**src/rtl/tensor_tile_loader.sv**
```systemverilog
// Streams 128-bit matrix rows into bfloat16 A/B tiles and an fp32 C tile for a 4x4 tensor core.
// Optional macro TILE_LOADER_CZERO_EN adds a c_zero input that can skip the C load and zero C_o instead.
module tensor_tile_loader (
    input  logic         clk,
    input  logic         rst,
    input  logic         in_valid,
    output logic         in_ready,
    input  logic [127:0] row_data,
    output logic [15:0]  A_o [0:3][0:3],
    output logic [15:0]  B_o [0:3][0:3],
    output logic [31:0]  C_o [0:3][0:3],
    output logic         tile_valid,
    input  logic         tile_ready,
`ifdef TILE_LOADER_CZERO_EN
    input  logic         c_zero,
`endif
    output logic [1:0]   phase
);

    typedef enum logic [1:0] {
        LOAD_A = 2'd0,
        LOAD_B = 2'd1,
        LOAD_C = 2'd2,
        FULL   = 2'd3
    } state_t;

    state_t      state_reg;
    logic [1:0]  row_reg;
    logic [31:0] lane [0:3];
    logic        accept;
    logic        last_row;

    for (genvar gi = 0; gi < 4; gi++) begin : g_lane
        assign lane[gi] = row_data[32*gi +: 32];
    end

    assign accept   = in_valid && in_ready;
    assign last_row = (row_reg == 2'd3);
    assign phase    = state_reg;

    always_ff @(posedge clk or posedge rst) begin
        if (rst) begin
            state_reg  <= LOAD_A;
            row_reg    <= 2'd0;
            tile_valid <= 1'b0;
            in_ready   <= 1'b1;
            for (int r = 0; r < 4; r++) begin
                for (int k = 0; k < 4; k++) begin
                    A_o[r][k] <= '0;
                    B_o[r][k] <= '0;
                    C_o[r][k] <= '0;
                end
            end
        end else begin
            case (state_reg)
                LOAD_A: begin
                    if (accept) begin
                        for (int k = 0; k < 4; k++) A_o[row_reg][k] <= lane[k][15:0];
                        row_reg <= row_reg + 2'd1;
                        if (last_row) state_reg <= LOAD_B;
                    end
                end
                LOAD_B: begin
                    if (accept) begin
                        for (int k = 0; k < 4; k++) B_o[row_reg][k] <= lane[k][15:0];
                        row_reg <= row_reg + 2'd1;
                        if (last_row) begin
`ifdef TILE_LOADER_CZERO_EN
                            // Zero-accumulator tile: skip the C rows entirely
                            if (c_zero) begin
                                for (int r = 0; r < 4; r++) begin
                                    for (int k = 0; k < 4; k++) C_o[r][k] <= '0;
                                end
                                state_reg  <= FULL;
                                tile_valid <= 1'b1;
                                in_ready   <= 1'b0;
                            end else begin
                                state_reg <= LOAD_C;
                            end
`else
                            state_reg <= LOAD_C;
`endif
                        end
                    end
                end
                LOAD_C: begin
                    if (accept) begin
                        for (int k = 0; k < 4; k++) C_o[row_reg][k] <= lane[k];
                        row_reg <= row_reg + 2'd1;
                        if (last_row) begin
                            state_reg  <= FULL;
                            tile_valid <= 1'b1;
                            in_ready   <= 1'b0;
                        end
                    end
                end
                FULL: begin
                    // Tiles stay visible after release until overwritten row by row
                    if (tile_ready) begin
                        state_reg  <= LOAD_A;
                        tile_valid <= 1'b0;
                        in_ready   <= 1'b1;
                    end
                end
                default: state_reg <= LOAD_A;
            endcase
        end
    end

endmodule

```
**config.mk**
```make
export PLATFORM = sky130hd
export DESIGN_NAME = tensor_tile_loader
export DESIGN_NICKNAME = d
export VERILOG_FILES = /design/src/rtl/tensor_tile_loader.sv
export SDC_FILE = /design/constraint.sdc
export NUM_CORES = 2
export LEC_CHECK = 0
export CORE_AREA = 2 2 451 453
export DETAILED_ROUTE_END_ITERATION = 8
export DIE_AREA = 0 0 453 455
export PLACE_DENSITY_LB_ADDON = 0.3
export SLEW_MARGIN = 40
export SYNTH_ARGS = -nofsm -noshare
export SYNTH_HDL_FRONTEND = slang
export SYNTH_SLANG_ARGS = --single-unit
```
**constraint.sdc**
```tcl
create_clock -name clk -period 40.9 [get_ports clk]
set_input_delay 8.18 -clock clk [delete_from_list [all_inputs] [get_ports clk]]
set_output_delay 8.18 -clock clk [all_outputs]
set_load 0.02 [all_outputs]
```
Word level (Yosys, flattened, before mapping). Cells that the tools add are included. W data, S select, Z words.

$add $sub $neg: 1. Magnitude comparators: 2. Equal/unequal tests: 11. Multiplexer cells: 44. Bitwise gates (word level): 1. Reductions and logical operators: 11.

Operators by type and width (count): $bwmux W256 (8); $bwmux W512 (4); $demux W128 S2 (4); $demux W64 S2 (4); $mux W128 (1); $mux W64 (2); $mux W96 (1); $mux W32 (2); $mux W48 (1); $mux W16 (1); $mux W2 (7); $ne A2 B2 Y1 const B (7); $pmux W2 S4 (1); $reduce_and A2 Y1 (4); $reduce_and A7 Y1 (1); $eq A2 B2 Y1 const B (3); $mux W1 (6); $pmux W1 S2 (2); $reduce_and A4 Y1 (1); $ge A3 B3 Y1 const B (1); $lt A3 B1 Y1 const B (1); $not A2 Y3 (1); $reduce_or A3 Y1 (1); $add A2 B1 Y2 const B (1); other kinds (4) (5).

Bits in registers: 1030. Bits of input ports: 132. Output and inout bits: 1028. Logic and storage cells: 122.

Depth between registers and ports, before layout.
Depth after elaboration: 9. Gate-level depth with buffers: 7. Gate-level depth less buffers: 6.

Worst setup path after synthesis. Ideal clock, no wire load.

Path type: input to register. Start point: in in_valid. End point: reg C_o[148] in the netlist's numbering. Setup time: 0.125 ns. Arrival: 9.286 ns. Setup slack: 31.490 ns. Stages on the path: 6. Buffers on the path: 3. Cells stage by stage: buf_4 > and3_2 > nand2_1 > buf_6 > buf_6 > mux2_2.

Word-level cells in the longest chain between the ends: 2.

Ends and longest elaborated chain: start: declaration (line 6) `input logic in_valid,`; $logic_and A1 B1 Y1 (line 37) `assign accept = in_valid && in_ready;`; $reduce_and A2 Y1 (no source line); end signal: indexed assignment (line 51) `C_o[r][k] <= '0;`; end: declaration (line 11) `output logic [31:0] C_o [0:3][0:3],`.

Every way passes these cells. A chain may end at the register's enable or synchronous reset.

==> metrics <==
outcome finished, final reports clean; Clock Skew 0.0308 ns; clock root buffer clkbuf_16; Mapped Area 38800 µm²; largest net degree at the start of global routing 130; postcts setup bufs 0; Final min period 11.85 ns; first-pass detailed-route iteration total 4; commonest non-fill, non-tap cells in the layout clkdlybuf4s50_1, dfrtp_1, mux2_2; Most flops, register C_o; Ys Warns 0; Post-synth ARST share 100%; Setup crit start kind primary input; setup TNS 0 ns; Seq/Total Area, Yosys 66.5%; RSZ-0062 raised after global routing no; Distinct cells, synth 27; initial antenna violation count 27; P per Cell Area 92.0 nW/µm²; CTS sink cnt 1030; commonest non-fill, non-tap cell in the layout clkdlybuf4s50_1; # IOs 1160; Layout Nets 3606; kind of critical path primary input to async pin; Setup Viol. Count Final 0; Total GRT Usage 14.5%; num rows 165; worst reg2reg setup slack 37.43 ns; layout cells sized above 1 33.7%; DRT Wirelength 156 mm; Via density 3.89; Hold Fails Final Rpt 0; Mapped Cells 2317; worst skew pair latency 0.78 ns; Iter 0 DRT Violations 1118; design area 57100 µm²; biggest regs C_o: 512 flops, A_o: 256 flops, B_o: 256 flops; critical path's slowest cell buf_4; WL per Instance 24.9 µm; fillers 20600; clock-pin slew on the worst setup and hold paths 0.06 ns; Tightest Pin Transition 0.866 ns; Die ar. 206000 µm²; CP Max Fanout 128; Post-DRT Antenna Nets 0; syn_area_per_cell 16.7 µm²; overall die width 453 µm; Total Power 5.25 mW; total gr overflow 0; fmax 84.4 MHz; WP data arrival 12.70 ns; leak pwr 25.1 nW; number of synthesized flops with an enable pin 0; vias in the first global route 25100; Synth Flop Type dfrtp_1; Die H 455 µm; TritonCTS clock tree done; Slew Viols, Final 0; CP endpoint kind async pin; first-pass GRT wire length 209 mm; clock buffer depth 3; max_cap viols 0; utilization after layout 28.4%; IO buf count 1159; Starting Density 19.3%; H-tree depth 3; core area 201000 µm²; CTS Hold Bufs 0; max incr delay on CP 0.63 ns; Cell Area, Placed 53100 µm²; max reg flops 512; Max-slew headroom 42.2%; syn nets 2461; Tcrit/Tclk final 29.0%; number of synthesized register bits 1030; Worst Hold Class register to register; detailed placement HPWL 113 mm; CTS Buf Count 118; critical path's top delay family buffers and inverters; worst-path cell chain clkdlybuf4s50_1 > inv_12 > buf_12 > buf_16 > buf_4 > buf_6 > buf_4 > buf_6; post_cts resized 0; WP data required 41.76 ns; DR DRC count 0; routability cong. 0.777; peak supply drop 0.0470 mV; CP Buf/Inv Count 8; synth-to-layout area growth 47.3%; total number of vias 24300
==> stage by stage <==
| stage | hold slack (ns) | setup slack, ns | std cells |
|---|---|---|---|
| 6_report | 0.479 | 29.05 | 6243 |
| 5_1_grt | 0.500 | 28.42 | 6236 |
| 4_1_cts | 0.484 | 28.28 | 6233 |
| 3_5_place_dp | 0.471 | 27.39 | 6013 |
| 3_3_place_gp | 0.474 | 27.43 | 6011 |
| 2_1_floorplan | 0.590 | 3.74 | 2317 |
==> where the power goes <==
part | switching (mW) | internal, mW | leakage, nW
Combinational | 1.24 | 1.19 | 10.0
Sequential | 0.246 | 1.51 | 13.2
Clock | 0.453 | 0.612 | 1.90
==> cells by family after synthesis <==
family / Yosys count / share of synthesized area [%]
DFF: 1030 / 66.5
buffers and inverters: 184 / 2.78
muxes: 1010 / 29.3
and+or+nand+nor: 56 / 0.674
adders and majority gates: 12 / 0.387
xor gates and xnor gates: 1 / 0.0226
AOI/OAI and AO/OA: 24 / 0.339
==> final cells by class <==
class                           instances  area [µm²]  share of cell area (%)
Inverter                                8        42.5                  0.0745
Tap cell                             2672        3340                    5.85
Antenna cell                            9        22.5                  0.0394
Sequential cell                      1030       25800                    45.1
Clock buffer                          190        3540                    6.20
Multi-Input combinational cell       1103       12000                    21.0
Timing Repair Buffer                 1201       12000                    21.0
Clock inverter                         30         377                   0.659
==> Yosys cell counts (2+ instances only) <==
library cell	number	area [µm²]
a31oi_1	2	12.5
mux2_2	949	10700
nand2_1	38	143
ha_1	12	150
o21ai_0	17	85.1
nand2_2	6	37.5
nor2b_1	2	12.5
buf_6	39	439
nor2_1	2	7.51
inv_1	8	30.0
dfrtp_1	1029	25700
buf_4	4	30.0
o22ai_1	2	12.5
buf_2	64	320
nand3_1	2	10.0
nand4_1	2	12.5
and3_2	2	15.0
mux2_1	60	676
clkbuf_1	69	259
==> worst min-delay path: cells and delay by family (launching register included) <==
kind | cells | cell delay, ns
AND/OR/NAND/NOR | 1 | 0.04
AO/OA/AOI/OAI | 1 | 0.06
flip-flops | 1 | 0.34
==> per-layer routing <==
metal  up-vias  track usage, %  part of all wire, %
met5         -               0                0.013
li1      10500               -                    -
met3       237            3.43                  6.2
met1     12900            17.0                   39
met2       749            24.8                   50
met4         4            7.24                  4.8
==> path summary, 6_finish.rpt <==
check	to	startpoint	cells after the start
setup / recovery	C_o[405]	rst	8
hold / removal	B_o[6]	B_o[6]	2
setup reg to reg	C_o[215]	phase[0]	6
hold reg to reg	B_o[6]	B_o[6]	2
max in group clk	C_o[215]	in_valid	6
min in group asynchronous	C_o[341]	rst	2
(Power assumes the default switching activity.)
